## config.mk

```make
export PLATFORM = sky130hd
export DESIGN_NAME = code_decoder
export DESIGN_NICKNAME = d
export VERILOG_FILES = /design/src/rtl/counter_pkg.sv /design/src/rtl/code_decoder.sv
export SDC_FILE = /design/constraint.sdc
export NUM_CORES = 1
export LEC_CHECK = 0
export BUFFER_PORTS_ARGS = -buffer_cell sky130_fd_sc_hd__buf_2
export CORE_AREA = 4 4 41 43
export DETAILED_ROUTE_END_ITERATION = 8
export DIE_AREA = 0 0 45 47
export PLACE_DENSITY_LB_ADDON = 0.08
export SLEW_MARGIN = 20
export SYNTH_ARGS = -nofsm -noshare
export SYNTH_HDL_FRONTEND = slang
export SYNTH_SLANG_ARGS = --single-unit
```

## constraint.sdc

```tcl
create_clock -name vclk -period 1.1
set_input_delay 0.22 -clock vclk [all_inputs]
set_output_delay 0.22 -clock vclk [all_outputs]
set_load 0.005 [all_outputs]
```

## src/rtl/counter_pkg.sv

```systemverilog
// Shared types and code tables for the ring/Johnson counter checker.
package counter_pkg;

  localparam int unsigned CODE_W    = 4;
  localparam int unsigned PHASE_W   = 3;
  localparam int unsigned IDX_W     = 2;
  localparam int unsigned JOHNSON_N = 8;
  localparam int unsigned RING_N    = 4;

  // Entry i is the code for phase/position i.
  localparam logic [JOHNSON_N-1:0][CODE_W-1:0] JOHNSON_CODE = {
    4'b1000, 4'b1100, 4'b1110, 4'b1111,
    4'b0111, 4'b0011, 4'b0001, 4'b0000
  };

  localparam logic [RING_N-1:0][CODE_W-1:0] RING_CODE = {
    4'b1000, 4'b0100, 4'b0010, 4'b0001
  };

  typedef enum logic [1:0] {
    SEARCH,
    LOCKED,
    FAULT
  } state_t;

endpackage

```

## src/rtl/code_decoder.sv

```systemverilog
// Combinational decode of ring and Johnson codes into position plus legality.
module code_decoder
  import counter_pkg::*;
(
  input  logic [CODE_W-1:0]  qr,
  input  logic [CODE_W-1:0]  qj,
  output logic [PHASE_W-1:0] phase,
  output logic [IDX_W-1:0]   ring_idx,
  output logic               j_ok,
  output logic               r_ok
);

  always_comb begin
    phase    = '0;
    j_ok     = 1'b0;
    ring_idx = '0;
    r_ok     = 1'b0;
    for (int unsigned i = 0; i < JOHNSON_N; i++) begin
      if (qj == JOHNSON_CODE[i]) begin
        phase = PHASE_W'(i);
        j_ok  = 1'b1;
      end
    end
    for (int unsigned i = 0; i < RING_N; i++) begin
      if (qr == RING_CODE[i]) begin
        ring_idx = IDX_W'(i);
        r_ok     = 1'b1;
      end
    end
  end

endmodule

```

==> results of run 1 <==
==> what timing repair did <==
item                       4_1_cts  5_1_grt
resized for setup                9        3
setup endpoints to repair        1        3
pin swaps                        3        0
==> cells by family after synthesis <==
logic type	Yosys count	synth area share (%)
xor gates and xnor gates	3	19.4
and+or+nand+nor	11	50.9
AOI/OAI and AO/OA	3	12.0
buffers and inverters	1	2.78
muxes	2	14.8
==> through the flow <==
stage	power (mW)	utilization, %
3_3_place_gp	0.0897	18.5
5_1_grt	0.117	22.1
3_5_place_dp	0.0904	18.5
2_1_floorplan	0.0399	-
4_1_cts	0.104	21.3
6_report	0.106	22.1
==> cells in the mapped netlist, drive strengths merged <==
cell and number:
mux2i 2, nand2 2, nand2b 2, nor3 2, nor4b 2, xnor2 2, a21oi 1, a31oi 1
and2 1, clkbuf 1, nor2 1, o21ai 1, or3 1, xor2 1
==> path summary, 6_finish.rpt <==
path,endpoint,slack [ns],depth (start not counted),from
hold / removal,ring_idx[1],0.69,3,qr[1]
setup / recovery,r_ok,-0.07,5,qr[3]
==> per-layer routing <==
metal | up-vias | GRT usage (%)
li1 | 104 | -
met1 | 88 | 3.82
met2 | 12 | 9.04
met3 | 0 | 0.766
met4 | 0 | 0
met5 | - | 0
==> power groups by stage <==
stage / sequential (mW) / clock, mW / combinational, mW
CTS: 0 / 0 / 0.104
finish: 0 / 0 / 0.106
global route: 0 / 0 / 0.117
detailed placement: 0 / 0 / 0.0904
global placement: 0 / 0 / 0.0897
floorplan: 0 / 0 / 0.0399
==> area by class of cell <==
class | count | area [um^2]
repair buffers | 17 | 118
well taps | 15 | 18.8
multi-input cells | 19 | 151
fillers | 152 | 1010
==> worst max-delay path, stage by stage <==
cell	delay, ns
buf_6	0.10
xnor2_2	0.15
nor3_2	0.06
or3_1	0.29
buf_2	0.13
==> impl_metrics.yaml, run 1 <==
setup_path:
  cp_max_fo: 2
  arrival_ns: 0.95
  start_kind: "primary input"
  critPathKind: "in -> out"
  cp-end-kind: "primary output"
  cp_data_required_time_ns: 0.88
pwr:
  peakVddDrop_mv: 0.0852
  p_seq_share_pct: 0
  p_comb_share_pct: 100.0
  p_clk_share_pct: 0
  sw_frac_of_total_pct: 42.2
  p_leak_nw: 0.141
  p_sw_mw: 0.0448
  p_per_area_mw_per_mm2: 369
  p_int_mw: 0.0615
timing:
  worst_slack_ns: -0.0721
  tightest_slew_ns: 0.172
  tns_ns: -0.0721
  fmax_mhz: 853
  hold_violations: 0
  min_period_over_period_pct: 107
  rsz0062_at_grt: "yes"
  slew_violations: 0
  holdWs_ns: 0.687
  setup_violations: 1
  slew_headroom_pct: 88.5
  min_period_ns: 1.17
cells_and_area:
  area_growth_pct: 113
  regArea_um2: 0
  nClkBuffers: 0
  postLayoutCellArea_um2: 288
  fin_nets: 46
  diodes: 0
  final_common_cell: "buf_2"
  finalNonFillerCells: 51
  seq_cells: 0
  drive_above_1_share_pct: 58.3
  final_cell_mix: "buf_2 (10), buf_6 (4), buf_4 (3)"
worst_hold_path:
  hold_class: "in -> out"
synth:
  synth_area_leaders: "mux2i_1 (15%), nor4b_1 (13%), xnor2_1 (13%)"
  yosysUniqueCellTypes: 15
  syn_nets: 28
  syn_avg_cell_area_um2: 6.76
  synthCells: 20
  synth_top_area_share_pct: 14.8
  yosys.area.top_type: "mux2i_1"
  syn_area_um2: 135
  yosysWarnings: 0
  yosysSeqAreaShare_pct: 0
grt:
  grt_pass1_vias: 185
  grt_pass1_wl_um: 683
  grt_max_degree: 7
  grt_antenna_before_repair: 0
  grt_usage_pct: 4.01
  globalRoute.totalOverflow: 0
floorplanning:
  dieArea_mm2: 0.00212
  row_count: 13
  die_w_um: 45
  start_util_pct: 10.4
  core-area_mm2: 0.00130
  ios: 15
  die_h_um: 47
clock_network:
  hold_buffers: 0
  post_cts_buffers: 0
status:
  outcome: "finished with violations"
  violations: "setup timing"
routing:
  drc: 0
  ant_nets: 0
  vias: 204
  top_layer_used: "met3"
  route.met2.wl_um: 236
  met1_length_um: 138
  drt-total-wl_um: 449
  drt-initial-drc-count: 0
  wl_met3_um: 75
  vias_per_cell: 4.00
  avgRoutedWirePerCell_um: 8.80
  dr.pass1.iters: 1
placed_design:
  dp.cells: 51
  globalplace.congestion: 0.746
  port-buffer-count: 15
  dp_hpwl_um: 396
  place_area_um2: 240
  place_ws_ns: -0.149
run:
  cap_violations: 0
Power figures use the tool's default switching activity.
==> run 2: changes to the inputs <==
--- a/config.mk
+++ b/config.mk
@@ -6,10 +6,12 @@
 export NUM_CORES = 1
 export LEC_CHECK = 0
 export BUFFER_PORTS_ARGS = -buffer_cell sky130_fd_sc_hd__buf_2
+export CELL_PAD_IN_SITES_DETAIL_PLACEMENT = 1
+export CELL_PAD_IN_SITES_GLOBAL_PLACEMENT = 1
 export CORE_AREA = 4 4 41 43
 export DETAILED_ROUTE_END_ITERATION = 8
 export DIE_AREA = 0 0 45 47
-export PLACE_DENSITY_LB_ADDON = 0.08
+export PLACE_DENSITY_LB_ADDON = 0.1
 export SLEW_MARGIN = 20
 export SYNTH_ARGS = -nofsm -noshare
 export SYNTH_HDL_FRONTEND = slang
==> impl_metrics.yaml, run 2 (same netlist as run 1, synthesis figures left out) <==
status:
  outcome: "finished with violations"
  violations: "setup timing"
run:
  cap_violations: 0
grt:
  globalRoute.totalOverflow: 0
  grt_max_degree: 7
  grt_pass1_vias: 219
  grt_usage_pct: 5.91
  grt_antenna_before_repair: 0
  grt_pass1_wl_um: 966
cells_and_area:
  area_growth_pct: 125
  regArea_um2: 0
  fin_nets: 47
  diodes: 0
  final_common_cell: "buf_2"
  postLayoutCellArea_um2: 304
  multi_input_area_um2: 151
  post-route-util_pct: 23.4
  drive_above_1_share_pct: 59.5
  nClkBuffers: 0
  finalNonFillerCells: 52
  n_fill_cell: 166
  final_cell_mix: "buf_2 (11), buf_6 (3)"
  seq_cells: 0
routing:
  vias: 212
  ant_nets: 0
  avgRoutedWirePerCell_um: 11.3
  dr.pass1.iters: 1
  drc: 0
  drt-initial-drc-count: 0
  vias_per_cell: 4.08
  drt-total-wl_um: 588
pwr:
  p_leak_nw: 0.148
  peakVddDrop_mv: 0.0747
  p_per_area_mw_per_mm2: 376
  power_mw: 0.114
floorplanning:
  row_count: 13
  die_w_um: 45
  die_h_um: 47
  start_util_pct: 10.4
  core-area_mm2: 0.00130
  dieArea_mm2: 0.00212
  ios: 15
setup_path:
  cp_max_fo: 2
  critPathKind: "in -> out"
  cp-end-kind: "primary output"
  start_kind: "primary input"
  cp_data_required_time_ns: 0.88
  arrival_ns: 0.98
timing:
  worst_slack_ns: -0.103
  setup_violations: 1
  hold_violations: 0
  fmax_mhz: 831
  tightest_slew_ns: 0.176
  min_period_ns: 1.20
  rsz0062_at_grt: "yes"
  slew_headroom_pct: 88.2
  slew_violations: 0
  min_period_over_period_pct: 109
placed_design:
  place_ws_ns: -0.170
  port-buffer-count: 15
  place_area_um2: 248
  dp.cells: 52
  dp_hpwl_um: 465
  globalplace.congestion: 0.701
worst_hold_path:
  hold_class: "in -> out"
clock_network:
  post_cts_buffers: 0
  hold_buffers: 0
==> run 2: cell types whose count changed in the layout (fill, tap and decap cells not counted) <==
cell	change
buf_8	+2
buf_2	+1
buf_4	-1
buf_6	-1
==> run 2: cell type report <==
| cell class | count | area share, % |
|---|---|---|
| repair buffers | 18 | 44.0 |
| well taps | 15 | 6.17 |
| multi-input cells | 19 | 49.8 |
==> run 2: path summary, 6_finish.rpt <==
path	cells after the start	slack (ns)	from	endpoint
worst max-delay path	5	-0.10	qr[3]	r_ok
worst min-delay path	3	0.69	qr[1]	ring_idx[1]
==> run 2: stage by stage <==
step / TNS, ns / hold slack [ns]
after floorplan: 0 / 0.467
after detailed placement: -0.170 / 0.726
after CTS: -0.100 / 0.689
after global placement: -0.136 / 0.719
final: -0.103 / 0.688
after global routing: -0.200 / 0.703
==> run 2: layer usage <==
| layer | vias up | wire (um) | track usage [%] |
|---|---|---|---|
| met3 | 0 | 61 | 0.383 |
| li1 | 106 | - | - |
| met5 | - | 0 | 0 |
| met4 | 0 | 0 | 0 |
| met2 | 11 | 284 | 11.9 |
| met1 | 95 | 242 | 7.21 |
==> run 2: report_power, final <==
group	total (mW)	internal [mW]	switching, mW
combinational	0.114	0.0666	0.0476
sequential	0	0	0
clock	0	0	0
==> run 2: what timing repair did <==
| action | 4_1_cts | 5_1_grt |
|---|---|---|
| endpoints found under the setup margin | 1 | 3 |
| resized for setup | 10 | 4 |
| pin swaps | 3 | 1 |
==> run 2: worst max-delay path, stage by stage <==
cell,delay (ns)
buf_8,0.10
xnor2_2,0.15
nor3_2,0.07
or3_1,0.31
buf_2,0.13
==> run 3: changes to the inputs <==
--- a/config.mk
+++ b/config.mk
@@ -5,12 +5,14 @@
 export SDC_FILE = /design/constraint.sdc
 export NUM_CORES = 1
 export LEC_CHECK = 0
+export ABC_CLOCK_PERIOD_IN_PS = 1100
 export BUFFER_PORTS_ARGS = -buffer_cell sky130_fd_sc_hd__buf_2
 export CELL_PAD_IN_SITES_DETAIL_PLACEMENT = 1
 export CELL_PAD_IN_SITES_GLOBAL_PLACEMENT = 1
 export CORE_AREA = 4 4 41 43
 export DETAILED_ROUTE_END_ITERATION = 8
 export DIE_AREA = 0 0 45 47
+export MAX_ROUTING_LAYER = met4
 export PLACE_DENSITY_LB_ADDON = 0.1
 export SLEW_MARGIN = 20
 export SYNTH_ARGS = -nofsm -noshare
==> impl_metrics.yaml, run 3 (same netlist as run 1, synthesis figures left out) <==
setup_path:
  cp-end-kind: "primary output"
  critPathKind: "in -> out"
  start_kind: "primary input"
  arrival_ns: 0.98
  cp_max_fo: 2
  cp_data_required_time_ns: 0.88
cells_and_area:
  nClkBuffers: 0
  seq_cells: 0
  final_cell_mix: "buf_2 (11), buf_6 (3)"
  post-route-util_pct: 23.4
  n_fill_cell: 166
  drive_above_1_share_pct: 59.5
  area_growth_pct: 125
  diodes: 0
  regArea_um2: 0
  final_common_cell: "buf_2"
  fin_nets: 47
  postLayoutCellArea_um2: 304
timing:
  rsz0062_at_grt: "yes"
  fmax_mhz: 831
  hold_violations: 0
  setup_violations: 1
  min_period_ns: 1.20
  min_period_over_period_pct: 109
  slew_violations: 0
  slew_headroom_pct: 88.2
  tightest_slew_ns: 0.176
  worst_slack_ns: -0.103
routing:
  dr.pass1.iters: 1
  ant_nets: 0
  drc: 0
  avgRoutedWirePerCell_um: 11.3
  drt-initial-drc-count: 0
  vias: 212
  drt-total-wl_um: 588
  vias_per_cell: 4.08
placed_design:
  dp_hpwl_um: 465
  port-buffer-count: 15
  place_area_um2: 248
  globalplace.congestion: 0.709
  place_ws_ns: -0.170
floorplanning:
  ios: 15
  core-area_mm2: 0.00130
  dieArea_mm2: 0.00212
  start_util_pct: 10.4
  die_h_um: 47
  die_w_um: 45
  row_count: 13
pwr:
  peakVddDrop_mv: 0.0747
  p_per_area_mw_per_mm2: 376
  p_leak_nw: 0.148
grt:
  grt_usage_pct: 6.10
  grt_pass1_wl_um: 966
  grt_pass1_vias: 219
  grt_antenna_before_repair: 0
  globalRoute.totalOverflow: 0
  grt_max_degree: 7
worst_hold_path:
  hold_class: "in -> out"
clock_network:
  hold_buffers: 0
status:
  violations: "setup timing"
  outcome: "finished with violations"
run:
  cap_violations: 0
run 3: worst paths after layout:
check                 slack, ns  startpoint  cells past startpoint          end
worst max-delay path      -0.10       qr[3]                      5         r_ok
worst min-delay path       0.69       qr[1]                      3  ring_idx[1]
run 3: area by class of cell:
cell class	instances	area [um^2]	area share (%)
multi-input combinational	19	151	49.8
tap	15	18.8	6.17
timing repair buffer	18	134	44.0
run 3: what timing repair did:
action	CTS	global route
endpoints found under the setup margin	1	3
resized for setup	10	4
cloned	0	0
setup buffers	0	0
pin swaps	3	1
run 3: power by group:
part,switching (mW),internal (mW)
clock network,0,0
logic,0.0476,0.0666
registers,0,0
run 3: critical path, stage by stage:
cell and delay (ns):
buf_8 0.10, xnor2_2 0.15, nor3_2 0.07, or3_1 0.31, buf_2 0.13
run 3: metal layers:
layer  GRT usage (%)  vias to the layer above  part of all wire, %
met5               -                        -                    0
met4               0                        0                    0
met3               0                        0                  9.4
met2            11.9                       11                   48
met1            7.43                       95                   42
li1                -                      106                    -
run 3: through the flow:
stage | hold slack (ns) | instances | setup TNS, ns | total power [mW]
after floorplan | 0.467 | 20 | 0 | 0.0399
after global placement | 0.719 | 52 | -0.136 | 0.0924
after detailed placement | 0.726 | 52 | -0.170 | 0.0948
after CTS | 0.689 | 52 | -0.100 | 0.111
after global routing | 0.703 | 52 | -0.200 | 0.127
final | 0.688 | 52 | -0.103 | 0.114
